[src/rtl/mac_accumulator.sv]
`default_nettype none
// ============================================================================
//  Module   : mac_accumulator
//  Purpose  : Multi-step signed multiply-accumulate over a rotating X buffer.
//             Each RUN step multiplies NUM_TAPS unsigned X bytes by signed
//             coefficients, registers the products, then folds their sum into
//             a wrapping accumulator one cycle later. The result is held
//             under a valid/ready handshake.
//  Revision : 1.0 - initial release
// ============================================================================
module mac_accumulator #(
  parameter int NUM_TAPS  = 7,
  parameter int DATA_W    = 8,
  parameter int NUM_STEPS = 9,
  parameter int ACC_W     = 24
) (
  input  logic                         clk,
  input  logic                         rst,
  input  logic                         start,
  input  logic                         clear,
  input  logic                         load_done,
  input  logic [NUM_TAPS*DATA_W-1:0]   X_reg,
  input  logic [NUM_TAPS*DATA_W-1:0]   coef,
  output logic                         X_shift,
  output logic [3:0]                   shift_count,
  output logic                         busy,
  output logic                         res_valid,
  input  logic                         res_ready,
  output logic [ACC_W-1:0]             result
);

  // Product of a zero-extended X byte and a sign-extended coefficient
  localparam int PROD_W = 2*DATA_W + 1;
  localparam int CNT_W  = 4;
  localparam logic [CNT_W-1:0] LAST_STEP = CNT_W'(NUM_STEPS - 1);

  typedef enum logic [1:0] {
    S_IDLE  = 2'd0,
    S_RUN   = 2'd1,
    S_DRAIN = 2'd2,
    S_DONE  = 2'd3
  } state_t;

  state_t                    state_q, state_d;
  logic [CNT_W-1:0]          shift_count_q, shift_count_d;
  logic signed [PROD_W-1:0]  prod_q [NUM_TAPS];
  logic signed [PROD_W-1:0]  prod_d [NUM_TAPS];
  logic [ACC_W-1:0]          acc_q, acc_d;
  logic                      x_shift_q, x_shift_d;
  logic                      busy_q, busy_d;
  logic                      res_valid_q, res_valid_d;

  logic signed [PROD_W-1:0]  prod_w [NUM_TAPS];
  logic [ACC_W-1:0]          prod_sum;

  // Per-tap multipliers; operands are widened to the product width first so
  // the multiply is evaluated at full precision.
  for (genvar k = 0; k < NUM_TAPS; k++) begin : g_tap
    logic signed [PROD_W-1:0] x_ext;
    logic signed [PROD_W-1:0] c_ext;
    assign x_ext     = {{(PROD_W-DATA_W){1'b0}}, X_reg[k*DATA_W +: DATA_W]};
    assign c_ext     = {{(PROD_W-DATA_W){coef[k*DATA_W+DATA_W-1]}},
                        coef[k*DATA_W +: DATA_W]};
    assign prod_w[k] = x_ext * c_ext;
  end

  // Sign-extend and sum the registered stage-1 products
  always_comb begin
    prod_sum = '0;
    for (int k = 0; k < NUM_TAPS; k++) begin
      prod_sum = prod_sum + {{(ACC_W-PROD_W){prod_q[k][PROD_W-1]}}, prod_q[k]};
    end
  end

  // Next-state and next-output logic; clear overrides everything else
  always_comb begin
    state_d       = state_q;
    shift_count_d = shift_count_q;
    acc_d         = acc_q;
    x_shift_d     = x_shift_q;
    busy_d        = busy_q;
    res_valid_d   = res_valid_q;
    for (int k = 0; k < NUM_TAPS; k++) prod_d[k] = '0;

    case (state_q)
      S_IDLE: begin
        if (start && load_done) begin
          state_d       = S_RUN;
          shift_count_d = '0;
          acc_d         = '0;
          x_shift_d     = 1'b1;
          busy_d        = 1'b1;
        end
      end
      S_RUN: begin
        for (int k = 0; k < NUM_TAPS; k++) prod_d[k] = prod_w[k];
        acc_d = acc_q + prod_sum;
        if (shift_count_q == LAST_STEP) begin
          state_d       = S_DRAIN;
          shift_count_d = '0;
          x_shift_d     = 1'b0;
        end else begin
          shift_count_d = shift_count_q + 1'b1;
        end
      end
      S_DRAIN: begin
        acc_d       = acc_q + prod_sum;
        state_d     = S_DONE;
        res_valid_d = 1'b1;
      end
      S_DONE: begin
        if (res_ready) begin
          state_d     = S_IDLE;
          res_valid_d = 1'b0;
          busy_d      = 1'b0;
        end
      end
      default: begin
        state_d = S_IDLE;
        busy_d  = 1'b0;
      end
    endcase

    if (clear) begin
      state_d       = S_IDLE;
      shift_count_d = '0;
      acc_d         = '0;
      x_shift_d     = 1'b0;
      busy_d        = 1'b0;
      res_valid_d   = 1'b0;
      for (int k = 0; k < NUM_TAPS; k++) prod_d[k] = '0;
    end
  end

  // State registers with asynchronous active-low reset
  always_ff @(posedge clk or negedge rst) begin
    if (!rst) begin
      state_q       <= S_IDLE;
      shift_count_q <= '0;
      acc_q         <= '0;
      x_shift_q     <= 1'b0;
      busy_q        <= 1'b0;
      res_valid_q   <= 1'b0;
      for (int k = 0; k < NUM_TAPS; k++) prod_q[k] <= '0;
    end else begin
      state_q       <= state_d;
      shift_count_q <= shift_count_d;
      acc_q         <= acc_d;
      x_shift_q     <= x_shift_d;
      busy_q        <= busy_d;
      res_valid_q   <= res_valid_d;
      for (int k = 0; k < NUM_TAPS; k++) prod_q[k] <= prod_d[k];
    end
  end

  assign X_shift     = x_shift_q;
  assign shift_count = shift_count_q;
  assign busy        = busy_q;
  assign res_valid   = res_valid_q;
  assign result      = acc_q;

endmodule
`default_nettype wire

[config.mk]
export PLATFORM = sky130hd
export DESIGN_NAME = mac_accumulator
export DESIGN_NICKNAME = d
export VERILOG_FILES = /design/src/rtl/mac_accumulator.sv
export SDC_FILE = /design/constraint.sdc
export NUM_CORES = 1
export LEC_CHECK = 0
export CAP_MARGIN = 20
export CORE_ASPECT_RATIO = 0.9
export CORE_MARGIN = 1.5
export CORE_UTILIZATION = 46
export CTS_CLUSTER_SIZE = 28
export DETAILED_ROUTE_END_ITERATION = 8
export DONT_BUFFER_PORTS = 1
export PLACE_DENSITY_LB_ADDON = 0.15
export SLEW_MARGIN = 10
export SYNTH_ARGS = -nofsm -noshare
export SYNTH_HDL_FRONTEND = slang
export SYNTH_SLANG_ARGS = --single-unit
[constraint.sdc]
create_clock -name clk -period 7 [get_ports clk]
set_clock_uncertainty 0.15 [all_clocks]
set_input_delay 1.4 -clock clk [delete_from_list [all_inputs] [get_ports clk]]
set_output_delay 1.4 -clock clk [all_outputs]
set_load 0.1 [all_outputs]
Word level (Yosys, flattened, before mapping)

Cells that the tools add are included.

Multiply operators: 7
Eq/ne operators: 7
$add $sub $neg: 8
Muxes and demuxes: 23
Reductions and logical operators: 13

Operators by type and width:

| operator                                                      | number |
|---|---|
| 119-bit 2-to-1 mux                                            | 2 |
| 9-bit by 8-bit multiplier with 17-bit output                  | 7 |
| 24-bit 2-to-1 mux                                             | 2 |
| 24-bit case mux with 2 select lines                           | 1 |
| 24-bit adder                                                  | 1 |
| 22-bit by 17-bit adder with 23-bit output                     | 1 |
| 21-bit by 17-bit adder with 22-bit output                     | 1 |
| 20-bit by 17-bit adder with 21-bit output                     | 1 |
| 19-bit by 17-bit adder with 20-bit output                     | 1 |
| 18-bit by 17-bit adder with 19-bit output                     | 1 |
| 17-bit by 17-bit adder with 18-bit output                     | 1 |
| 4-bit 2-to-1 mux                                              | 3 |
| 3-bit nonzero test                                            | 4 |
| 3-bit != test, second input constant                          | 3 |
| 3-bit AND reduction                                           | 3 |
| 2-bit 2-to-1 mux                                              | 4 |
| 2-bit case mux with 4 select lines                            | 1 |
| 4-bit case mux with 2 select lines                            | 1 |
| 1-bit 2-to-1 mux                                              | 6 |
| 1-bit case mux with 2 select lines                            | 3 |
| 2-bit AND reduction                                           | 3 |
| 4-bit by 1-bit adder with 4-bit output, second input constant | 1 |
| 2-bit equality test, second input constant                    | 2 |
| 4-bit equality test, second input constant                    | 1 |
| other kinds (4)                                               | 4 |

Register bits after elaboration: 152
Word-level logic and storage cells: 71
Output and inout bits: 31

Logic depth before layout (Yosys ltp)

Word-level depth: 9
Gate-level depth with buffers: 28
Mapped depth without buffers: 28

Least setup slack after synthesis

OpenSTA, ideal clock, no wires.

Path type: register to register
From: register prod_q[52] in the netlist's numbering
To: register acc_q[23] (netlist: result[23])
Stages on the path, launching flop included: 29
Arrival: 5798 ps
Clock period less this slack: 6076 ps
Library setup time: 128 ps
Slack: 924 ps
Buffers on the path: 0
Path through: dfrtp_1 > fa_1 > inv_1 > fa_1 > fa_1 > inv_1 > ha_1 > ha_1 > inv_1 > fa_1 > nor2b_1 > o21ai_1 > a21boi_1 > o2111ai_1 > a21oi_2 > o2111ai_1 > a21boi_1 > nor4_1 > a311o_1 > ha_1 > a21o_1 > a21oi_1 > nor2b_1 > nor3_1 > o22a_1 > o41a_1 > xnor2_1 > a21oi_1 > o22ai_1

Cells in the longest elaborated chain, start to end: 7

Ends and longest elaborated chain:

| item                                      | RTL line | source |
|---|---|---|
| from (decl)                               | 46       | `logic signed [PROD_W-1:0] prod_q [NUM_TAPS];` |
| 19-bit by 17-bit adder with 20-bit output | 71       | `prod_sum = prod_sum + {{(ACC_W-PROD_W){prod_q[k][PROD_W-1]}}, prod_q[k]};` |
| 20-bit by 17-bit adder with 21-bit output | 71       |  |
| 21-bit by 17-bit adder with 22-bit output | 71       |  |
| 22-bit by 17-bit adder with 23-bit output | 71       |  |
| 24-bit adder                              | 97, 107  |  |
| 24-bit case mux with 2 select lines       | 85       | `case (state_q)` |
| 24-bit 2-to-1 mux                         | 124      | `if (clear) begin` |
| to (signal assigned)                      | 140      | `acc_q <= '0;` |
| to (signal assigned)                      | 148      | `acc_q <= acc_d;` |
| to (decl)                                 | 48       | `logic [ACC_W-1:0] acc_q, acc_d;` |

No other way between the ends.
A chain may end at the register's enable or synchronous reset.

Worst setup path after layout

From: register prod_q[52] in the netlist's numbering
To: register acc_q[20] (netlist: result[20])

Same word-level chain as after synthesis.

==> metrics.yaml <==
setup_path:
  required_ns: 7.14
  end_kind: "register"
  critPathKind: "reg2reg"
  cp_max_fo: 5
  startpoint_type: "register"
  arrival_ns: 6.59
yosys:
  synth_area_per_cell_sq_um: 9.12
  yosysMostFrequentCell: "inv_1"
  yosys-top-cells-count: "inv_1, ha_1, fa_1"
  synth_top_area_share: 0.287
  synth.top_cells.by_area: "fa_1, ha_1, dfrtp_1"
  synthCells: 2663
  synth_cell_types: 54
  synthArstFlopShare: 1.00
  yosys_warnings: 0
  ys_ff_latch: 152
  synth_enable_flop_cells: 0
  syn_area_sq_um: 24300
  synthesis.nets: 3482
  yosys_most_used_dff: "dfrtp_1"
  yosysTopAreaCell: "fa_1"
  yosysSeqAreaShare: 0.157
sta:
  finalMaxSlewViolations: 0
  timing.setup.tns_ns: 0
  relSlewSlack: 0.319
  tightest_slew_ns: 1.02
  period_needed_ns: 6.45
  fmax_ghz: 0.155
  period_share: 0.922
  rsz0062_at_grt: "false"
  finalHoldViolCount: 0
  final-setup-viol-count: 0
  timing.hold.ws_ns: 0.422
cts:
  cts.sinks: 152
  cts_buffers: 17
  insertion_delay_ns: 0.43
  clockBufferDepth: 2
  cts_tree: "built"
  cts_hold_buffers: 0
  root_buffer: "clkbuf_16"
  cts.htree.levels: 4
  path_clk_slew_ns: 0.06
floorplan:
  dieArea_sq_um: 54200
  rows: 79
  coreArea_sq_um: 51900
  initial_utilization: 0.468
  num_io_pins: 149
  die_y_um: 221
  die_x_um: 245
pwr:
  p_leak_nw: 13.5
  power_density_nw_per_um2: 347
  vdd_drop_max_v: 0.000387
detailed_routing:
  drt-initial-drc-count: 687
  drcViolationCount: 0
  postRouteWirelength_mm: 53.6
  drt_pass1_iterations: 5
  ant_nets: 0
  via_per_inst: 4.99
  post_drt_wl_per_cell_um: 15.9
  vias: 16800
placement:
  dpl.cell_count: 3335
  numPortBuffers: 0
  routabilityCongestion: 0.847
  hpwl_mm: 45.0
flow_run:
  maxCapViolations: 0
cells_and_area:
  antennaDiodeCount: 0
  syn_to_final_growth_pct: 5.93
  drive_above_1_share: 0.0216
  finalNonFillerCells: 3370
  finalNetCount: 3488
grt:
  track_usage: 0.209
  grt_pass1_vias: 18000
  antenna_found_initial: 2
  grt_start_max_net_pins: 153
  grt_pass1_wl_mm: 91.5
  overflow: 0
hold_path:
  hold_path_class: "reg2reg"
outcome:
  status: "finished, final reports clean"
==> final timing paths <==
check                                  startpoint                endpoint  slack (ns)  depth (start not counted)
min                        state_q[1]$_DFFE_PN0P_  state_q[1]$_DFFE_PN0P_        0.42                          1
max                          prod_q[52]$_DFF_PN0_  result[20]$_DFFE_PN0P_        0.55                         27
max reg2reg                  prod_q[52]$_DFF_PN0_  result[20]$_DFFE_PN0P_        0.55                         27
max in group asynchronous                     rst    prod_q[85]$_DFF_PN0_        5.74                          0
min reg2reg                state_q[1]$_DFFE_PN0P_  state_q[1]$_DFFE_PN0P_        0.42                          1
min in group asynchronous                     rst   result[0]$_DFFE_PN0P_        0.52                          0
==> cell type report <==
type                       count  area, sq um
clock buffer                  19          443
multi-input combinational   1862        18100
timing repair buffer           5         45.0
tap                          688          861
sequential                   152         3800
inverter                     631         2370
fill                        4842        26200
clock inverter                13          139
==> cells in the final DEF, fill, tap and decap left out, types with 3 or more instances in the layout <==
cell,count
clkbuf_16,17
nand3b_1,3
a21oi_1,82
nor3_1,15
o21ai_1,31
o31ai_1,6
buf_4,4
o41ai_1,7
and3_1,19
inv_6,4
o21a_1,3
dfrtp_1,152
nand4_1,5
clkinvlp_4,4
nand3_1,18
a32o_1,3
o211ai_1,4
nor2_1,160
nor4_1,3
a31oi_1,11
a22o_1,3
nor2b_1,10
xor2_1,41
o21bai_1,23
inv_1,629
nand2_1,218
nand2b_1,48
a21o_1,52
or3_1,6
ha_1,352
and2_1,251
fa_1,348
o21ai_0,29
nor3_2,3
o41ai_2,4
xnor2_1,72
a211oi_1,5
==> power by group <==
part	internal, mW	switching [mW]
Clock	0.510	0.404
Sequential	1.07	0.592
Combinational	2.63	3.72
Total	4.22	4.71
==> critical path, stage by stage (launching register included) <==
cell and delay, ns:
dfrtp_1 0.38, fa_1 0.53, inv_1 0.06, fa_1 0.48, fa_1 0.49, inv_1 0.04, ha_1 0.26, ha_1 0.18
inv_1 0.07, fa_1 0.45, nor2b_1 0.14, o21ai_1 0.10, a21boi_2 0.19, o2111ai_1 0.17, nand2_1 0.11, and2_1 0.14
o21ai_0 0.08, a211oi_1 0.30, ha_1 0.36, a21o_1 0.21, a21o_1 0.17, a21o_1 0.18, a21oi_1 0.19, a2bb2oi_1 0.29
nand3_1 0.14, a31oi_1 0.22, xor2_1 0.18, o21ai_1 0.08
==> metal layers <==
layer  GRT usage  part of all wire  wire [um]  vias to the layer above
li1            -                 -          -                     8201
met3      0.0240             0.038       2030                       35
met5           0                 0          0                        -
met4      0.0315            0.0092        492                        0
met1       0.304              0.49      26300                     8308
met2       0.340              0.46      24700                      266
==> logic make-up after synthesis <==
kind of cell             count (synthesis)  synth area share
AO/OA/AOI/OAI                          284            0.0768
XOR/XNOR                               113            0.0408
adder cells (fa/ha/maj)                701             0.469
buffers and inverters                  649             0.100
flip-flops                             152             0.157
AND/OR/NAND/NOR                        764             0.157
==> metrics by stage <==
stage          utilization  cell area (sq um)  worst slack [ns]  power, mW
4_1_cts              0.495              25700             0.358       8.97
2_1_floorplan            -              24300             0.924       6.50
5_1_grt              0.496              25700          0.000945       9.95
3_3_place_gp         0.484              25100             0.538       7.88
3_5_place_dp         0.484              25100             0.391       8.00
6_report             0.496              25700             0.547       8.93
==> registers in the layout, indices dropped and copies added (netlist names) <==
signal / count
busy: 1
state_q: 2
res_valid: 1
X_shift: 1
shift_count: 4
prod_q: 119
result: 24
==> timing repair <==
item / CTS / global route
endpoints found under the setup margin: 0 / 2
resized for setup: 0 / 4
buffers inserted: 0 / 2
No activity file was read; power rests on OpenSTA's default activity.
